File: src/rtl/mac_requant_accumulator.sv
// Accumulates MAC partial sums into dot products, requantizes each to int8
// and buffers the results in a show-ahead FIFO behind a valid/ready output.
module mac_requant_accumulator #(
  parameter int unsigned XLEN       = 32,
  parameter int unsigned FIFO_DEPTH = 4,
  parameter int unsigned CNT_W      = 16
) (
  input  logic             clk_i,
  input  logic             rst_i,
  input  logic             cfg_valid_i,
  input  logic [CNT_W-1:0] cfg_len_i,
  input  logic [CNT_W-1:0] cfg_groups_i,
  input  logic [XLEN-1:0]  cfg_bias_i,
  input  logic [4:0]       cfg_shift_i,
  input  logic             cfg_relu_i,
  input  logic             mac_valid_i,
  input  logic [XLEN-1:0]  mac_result_i,
  output logic             acc_ready_o,
  output logic             out_valid_o,
  output logic [7:0]       out_data_o,
  input  logic             out_ready_i,
  output logic             busy_o,
  output logic             err_o
);

  localparam int unsigned AW = (FIFO_DEPTH > 1) ? $clog2(FIFO_DEPTH) : 1;
  localparam logic signed [XLEN:0] SAT_HI = (XLEN+1)'(127);
  localparam logic signed [XLEN:0] SAT_LO = (XLEN+1)'(-128);

  typedef enum logic [1:0] {S_IDLE, S_ACCUM, S_DRAIN} state_e;

  state_e           state_q, state_d;
  logic [CNT_W-1:0] len_q, len_d, groups_q, groups_d;
  logic [CNT_W-1:0] len_cnt_q, len_cnt_d, group_cnt_q, group_cnt_d;
  logic [XLEN-1:0]  bias_q, bias_d, acc_q, acc_d, post_total_q, post_total_d;
  logic [4:0]       shift_q, shift_d;
  logic             relu_q, relu_d, post_valid_q, post_valid_d, err_q, err_d;
  logic [7:0]       mem_q [FIFO_DEPTH];
  logic [7:0]       mem_d [FIFO_DEPTH];
  logic [AW-1:0]    wr_ptr_q, wr_ptr_d, rd_ptr_q, rd_ptr_d;
  logic [AW:0]      count_q, count_d;

  logic [XLEN-1:0]        acc_sum, s_sat;
  logic signed [XLEN:0]   s_ext, r_val;
  logic [XLEN:0]          rnd_add;
  logic [7:0]             q8;
  logic                   full, push, pop, push_ok, drop;

  function automatic logic [XLEN-1:0] sat_add(input logic [XLEN-1:0] a,
                                              input logic [XLEN-1:0] b);
    logic [XLEN:0] s;
    s = {a[XLEN-1], a} + {b[XLEN-1], b};
    if (s[XLEN] != s[XLEN-1])
      sat_add = s[XLEN] ? {1'b1, {(XLEN-1){1'b0}}} : {1'b0, {(XLEN-1){1'b1}}};
    else
      sat_add = s[XLEN-1:0];
  endfunction

  // Post stage: bias, round-half-up shift in XLEN+1 bits, ReLU, int8 clamp.
  always_comb begin
    s_sat   = sat_add(post_total_q, bias_q);
    s_ext   = $signed({s_sat[XLEN-1], s_sat});
    rnd_add = (shift_q == '0) ? '0 : ((XLEN+1)'(1) << (shift_q - 5'd1));
    r_val   = (s_ext + $signed(rnd_add)) >>> shift_q;
    if (relu_q && r_val[XLEN]) r_val = '0;
    if (r_val > SAT_HI)      q8 = 8'h7f;
    else if (r_val < SAT_LO) q8 = 8'h80;
    else                     q8 = r_val[7:0];
  end

  always_comb begin
    full    = (count_q == (AW+1)'(FIFO_DEPTH));
    push    = post_valid_q;
    pop     = out_valid_o && out_ready_i;
    push_ok = push && (!full || pop);
    drop    = push && full && !pop;
    mem_d   = mem_q;
    if (push_ok) mem_d[wr_ptr_q] = q8;
    wr_ptr_d = push_ok ? wr_ptr_q + AW'(1) : wr_ptr_q;
    rd_ptr_d = pop ? rd_ptr_q + AW'(1) : rd_ptr_q;
    count_d  = count_q + (AW+1)'(push_ok) - (AW+1)'(pop);
  end

  always_comb begin
    acc_sum      = sat_add(acc_q, mac_result_i);
    state_d      = state_q;
    len_d        = len_q;
    groups_d     = groups_q;
    bias_d       = bias_q;
    shift_d      = shift_q;
    relu_d       = relu_q;
    acc_d        = acc_q;
    len_cnt_d    = len_cnt_q;
    group_cnt_d  = group_cnt_q;
    post_valid_d = 1'b0;
    post_total_d = post_total_q;
    err_d        = err_q;
    case (state_q)
      S_IDLE: if (cfg_valid_i) begin
        len_d       = (cfg_len_i == '0) ? CNT_W'(1) : cfg_len_i;
        groups_d    = (cfg_groups_i == '0) ? CNT_W'(1) : cfg_groups_i;
        bias_d      = cfg_bias_i;
        shift_d     = cfg_shift_i;
        relu_d      = cfg_relu_i;
        acc_d       = '0;
        len_cnt_d   = '0;
        group_cnt_d = '0;
        err_d       = 1'b0;
        state_d     = S_ACCUM;
      end
      S_ACCUM: if (mac_valid_i) begin
        if (len_cnt_q == len_q - CNT_W'(1)) begin
          post_valid_d = 1'b1;
          post_total_d = acc_sum;
          acc_d        = '0;
          len_cnt_d    = '0;
          group_cnt_d  = group_cnt_q + CNT_W'(1);
          if (group_cnt_q == groups_q - CNT_W'(1)) state_d = S_DRAIN;
        end else begin
          acc_d     = acc_sum;
          len_cnt_d = len_cnt_q + CNT_W'(1);
        end
      end
      S_DRAIN: if (!post_valid_q && count_q == '0) state_d = S_IDLE;
      default: state_d = S_IDLE;
    endcase
    // Error sources override a same-cycle config clear so nothing is lost.
    if (mac_valid_i && state_q != S_ACCUM) err_d = 1'b1;
    if (drop) err_d = 1'b1;
  end

  always_ff @(posedge clk_i or negedge rst_i) begin
    if (!rst_i) begin
      state_q      <= S_IDLE;
      len_q        <= '0;
      groups_q     <= '0;
      bias_q       <= '0;
      shift_q      <= '0;
      relu_q       <= 1'b0;
      acc_q        <= '0;
      len_cnt_q    <= '0;
      group_cnt_q  <= '0;
      post_valid_q <= 1'b0;
      post_total_q <= '0;
      err_q        <= 1'b0;
      wr_ptr_q     <= '0;
      rd_ptr_q     <= '0;
      count_q      <= '0;
      for (int unsigned i = 0; i < FIFO_DEPTH; i++) mem_q[i] <= '0;
    end else begin
      state_q      <= state_d;
      len_q        <= len_d;
      groups_q     <= groups_d;
      bias_q       <= bias_d;
      shift_q      <= shift_d;
      relu_q       <= relu_d;
      acc_q        <= acc_d;
      len_cnt_q    <= len_cnt_d;
      group_cnt_q  <= group_cnt_d;
      post_valid_q <= post_valid_d;
      post_total_q <= post_total_d;
      err_q        <= err_d;
      wr_ptr_q     <= wr_ptr_d;
      rd_ptr_q     <= rd_ptr_d;
      count_q      <= count_d;
      mem_q        <= mem_d;
    end
  end

  // Two free slots beyond the in-flight result cover a length-1 group already in the MAC.
  assign acc_ready_o = (state_q == S_ACCUM) &&
                       (((AW+1)'(FIFO_DEPTH) - count_q) >= ((AW+1)'(2) + (AW+1)'(post_valid_q)));
  assign out_valid_o = (count_q != '0);
  assign out_data_o  = mem_q[rd_ptr_q];
  assign busy_o      = (state_q != S_IDLE);
  assign err_o       = err_q;

endmodule

File: config.mk
export PLATFORM = sky130hd
export DESIGN_NAME = mac_requant_accumulator
export DESIGN_NICKNAME = d
export VERILOG_FILES = /design/src/rtl/mac_requant_accumulator.sv
export SDC_FILE = /design/constraint.sdc
export NUM_CORES = 1
export LEC_CHECK = 0
export BUFFER_PORTS_ARGS = -buffer_cell sky130_fd_sc_hd__clkbuf_2
export CORE_MARGIN = 5
export CORE_UTILIZATION = 60
export DETAILED_ROUTE_END_ITERATION = 10
export PLACE_DENSITY = 0.79
export SETUP_SLACK_MARGIN = 0.1
export SKIP_LAST_GASP = 1
export SYNTH_ARGS = -nofsm -noshare
export SYNTH_HDL_FRONTEND = slang
export SYNTH_SLANG_ARGS = --single-unit
File: constraint.sdc
create_clock -name clk_i -period 13.78 [get_ports clk_i]
set_clock_uncertainty 0.1 [all_clocks]
set_input_delay 1.378 -clock clk_i [delete_from_list [all_inputs] [get_ports clk_i]]
set_output_delay 1.378 -clock clk_i [all_outputs]
set_load 0.02 [all_outputs]
==> insert_results.sql <==
INSERT INTO impl_metrics (metric_group, metric, value, unit) VALUES
('synth', 'synthMostInstantiatedCell', 'nand2_1', ''),
('power', 'share_of_power_burned_in_combinational_logic', '0.619', ''),
('worst_setup_path', 'crit_top_cell', 'o21ai_0', ''),
('power', 'irDropWorstVdd', '0.186', 'mV'),
('sta', 'layout_min_cycle_time', '10950', 'ps'),
('synth', 'yosys.cell_types.count', '114', ''),
('clock_tree', 'cts_hold_repair.buffers', '0', ''),
('sta', 'timing.setup.tns', '0', 'ps'),
('clock_tree', 'cts-root-buf', 'clkbuf_16', ''),
('synth', 'yosys-top-cells-count', 'nand2_1, dfrtp_1, nor2_1', ''),
('worst_setup_path', 'crit_arrival', '11300', 'ps'),
('job', 'max-cap-violations', '0', ''),
('clock_tree', 'cts_tree', 'yes', ''),
('floorplan', 'rows', '64', ''),
('power', 'switching_power', '0.00196', 'W'),
('worst_setup_path', 'worstSetupEndpoint', 'mem_q[22]', ''),
('floorplan', 'die-height', '185', 'µm'),
('worst_setup_path', 'start_kind', 'register', ''),
('synth', 'synth_area_per_cell', '8.42', 'µm²'),
('synth', 'synth_cells', '2194', ''),
('sta', 'slew-limit-headroom', '0.294', ''),
('sta', 'final-hold-violation-count', '0', ''),
('global_route', 'grt.met3_usage', '0.0514', ''),
('routing', 'vias', '17600', ''),
('clock_tree', 'clock_tree.htree_level_count', '1', ''),
('synth', 'ys.flop_type', 'dfrtp_1', ''),
('synth', 'syn-cell-area', '0.0185', 'mm²'),
('routing', 'initialDrtViolationCount', '1633', ''),
('worst_setup_path', 'critPathBufInv', '2', ''),
('final_layout', 'final_layout_size_suffix_gt1_frac', '0.156', ''),
('sta', 'setup_violations', '0', ''),
('power', 'power.static_leakage', '8.85', 'nW'),
('routing', 'postRouteWirelength', '55.6', 'mm'),
('synth', 'synth-async-reset-ratio', '1.00', ''),
('routing', 'detail_route.vias_per_cell', '6.65', ''),
('synth', 'netlist.top_cell.by_area', 'dfrtp_1', ''),
('final_layout', 'areaGrowthSynthToFinish', '8.74', '%'),
('global_route', 'first_global_vias', '16900', ''),
('routing', 'drt_drc_violations_left', '0', ''),
('place', 'gp_routability_congestion', '1.02', ''),
('global_route', 'grt_max_degree', '78', ''),
('sta', 'rsz0062_at_grt', 'false', ''),
('clock_tree', 'clock_latency', '540', 'ps'),
('power', 'power.clock.fraction', '0.174', ''),
('final_layout', 'layout.filler_cells', '2551', ''),
('clock_tree', 'clk_path_buf_depth', '3', ''),
('worst_setup_path', 'worst-r2r-cell-count', '38', ''),
('worst_setup_path', 'critical_path.startpoint', 'post_total_q[1]', ''),
('synth', 'netlist.area_leader.share', '0.283', ''),
('worst_setup_path', 'startpoint_of_the_lowest_slack_register_to_register_path', 'post_total_q[1]', ''),
('power', 'power_report.internal_total', '0.00201', 'W'),
('status', 'run_status', 'finished, final reports clean', ''),
('final_layout', 'finish.net_count', '2460', ''),
('power', 'power.density_cell_area', '197', 'mW/mm²'),
('worst_setup_path', 'timing.critical_path.to_type', 'register', ''),
('worst_setup_path', 'worst_r2r_endpoint', 'mem_q[22]', ''),
('sta', 'tightestPinTransition', '1050', 'ps'),
('clock_tree', 'numClockSinks', '209', ''),
('clock_tree', 'cts_post_setup_buffers_inserted', '0', ''),
('floorplan', 'die_w', '185', 'µm'),
('floorplan', 'ioPinCount', '119', ''),
('min_path', 'class_of_the_most_critical_hold_timing_path', 'reg -> reg', ''),
('global_route', 'grt-busiest-layer', 'met2', ''),
('synth', 'synth.yosys.seq_area_share', '0.283', ''),
('routing', 'first_pass_iters', '6', ''),
('final_layout', 'fin_util', '0.659', ''),
('worst_setup_path', 'critical_path.slowest_cell', 'ha_1', ''),
('global_route', 'globalRoute.totalOverflow', '0', ''),
('routing', 'drt.antenna.violating_nets', '0', ''),
('synth', 'top_post_synthesis_cells_by_area', 'dfrtp_1, ha_1, mux2_2', ''),
('floorplan', 'core_area', '0.0305', 'mm²');
-- flip-flops by register name (all words and copies together), names as in the netlist, 3 cells and up --
signal / flops
post_total_q: 32
len_cnt_q: 16
mem_q: 32
groups_q: 16
acc_q: 32
shift_q: 5
group_cnt_q: 16
count_q: 3
bias_q: 32
len_q: 16
-- layout by cell type, fill, tap and decap left out, types with 67 or more instances in the layout --
master / count
nand2_1: 230
dfrtp_1: 208
nor2_1: 202
o21ai_0: 158
clkbuf_2: 117
ha_1: 114
a21oi_1: 111
mux2_2: 86
xor2_1: 75
xnor2_1: 67
-- final cells by class --
| class | instances | area (µm²) | share of cell area |
|---|---|---|---|
| Multi-Input combinational cell | 1799 | 12500 | 0.623 |
| Timing Repair Buffer | 135 | 727 | 0.0362 |
| Antenna cell | 1 | 2.50 | 0.000125 |
| Clock inverter | 14 | 185 | 0.00922 |
| Inverter | 65 | 244 | 0.0121 |
| Sequential cell | 209 | 5230 | 0.260 |
| Clock buffer | 32 | 692 | 0.0344 |
| Tap cell | 396 | 495 | 0.0247 |
-- worst min path at each step --
stage	start	to	slack [ps]	depth (start not counted)
floorplan	mem_q[15]	mem_q[15]	340	2
global placement	mem_q[7]	mem_q[7]	360	2
detailed placement	mem_q[18]	mem_q[18]	380	2
CTS	mem_q[23]	mem_q[23]	390	2
global route	mem_q[7]	mem_q[7]	410	2
finish	mem_q[7]	mem_q[7]	380	2
-- kinds of logic after synthesis --
family,Yosys count,synth area share
multiplexers,127,0.0829
adder cells (fa/ha/maj),118,0.0815
other,1,0.000203
XOR/XNOR,142,0.0673
AND/OR/NAND/NOR,767,0.200
flip-flops,209,0.283
buffers and inverters,186,0.0404
AO/OA/AOI/OAI,644,0.245
-- layer usage --
layer	wire (µm)	vias to the layer above
met5	49	-
met4	2030	6
met3	4530	156
met2	25800	831
met1	23200	8427
li1	-	8207
-- stage by stage --
step | instance area, µm² | total power, W | setup slack [ps] | std cells
2_1_floorplan | 18500 | 0.00260 | 5480 | 2194
3_3_place_gp | 19200 | 0.00315 | 3420 | 2604
3_5_place_dp | 19200 | 0.00319 | 3100 | 2604
4_1_cts | 20100 | 0.00391 | 3020 | 2650
5_1_grt | 20100 | 0.00423 | 2090 | 2651
6_report | 20100 | 0.00397 | 2830 | 2651
-- power groups by stage --
stage / sequential [W] / clock [W] / combinational (W)
2_1_floorplan: 0.000781 / 0 / 0.00181
3_3_place_gp: 0.000823 / 0 / 0.00232
3_5_place_dp: 0.000825 / 0 / 0.00237
4_1_cts: 0.000819 / 0.000700 / 0.00239
5_1_grt: 0.000834 / 0.000727 / 0.00267
6_report: 0.000821 / 0.000691 / 0.00246
-- worst register-to-register path: cells and delay by family, from the launching register on --
family	cells	cell delay [ps]
AO/OA/AOI/OAI	24	6930
XOR/XNOR	1	110
adder cells (fa/ha/maj)	4	1410
buffers and inverters	2	380
flip-flops	1	400
AND/OR/NAND/NOR	7	1560
Power figures use the tool's default switching activity.
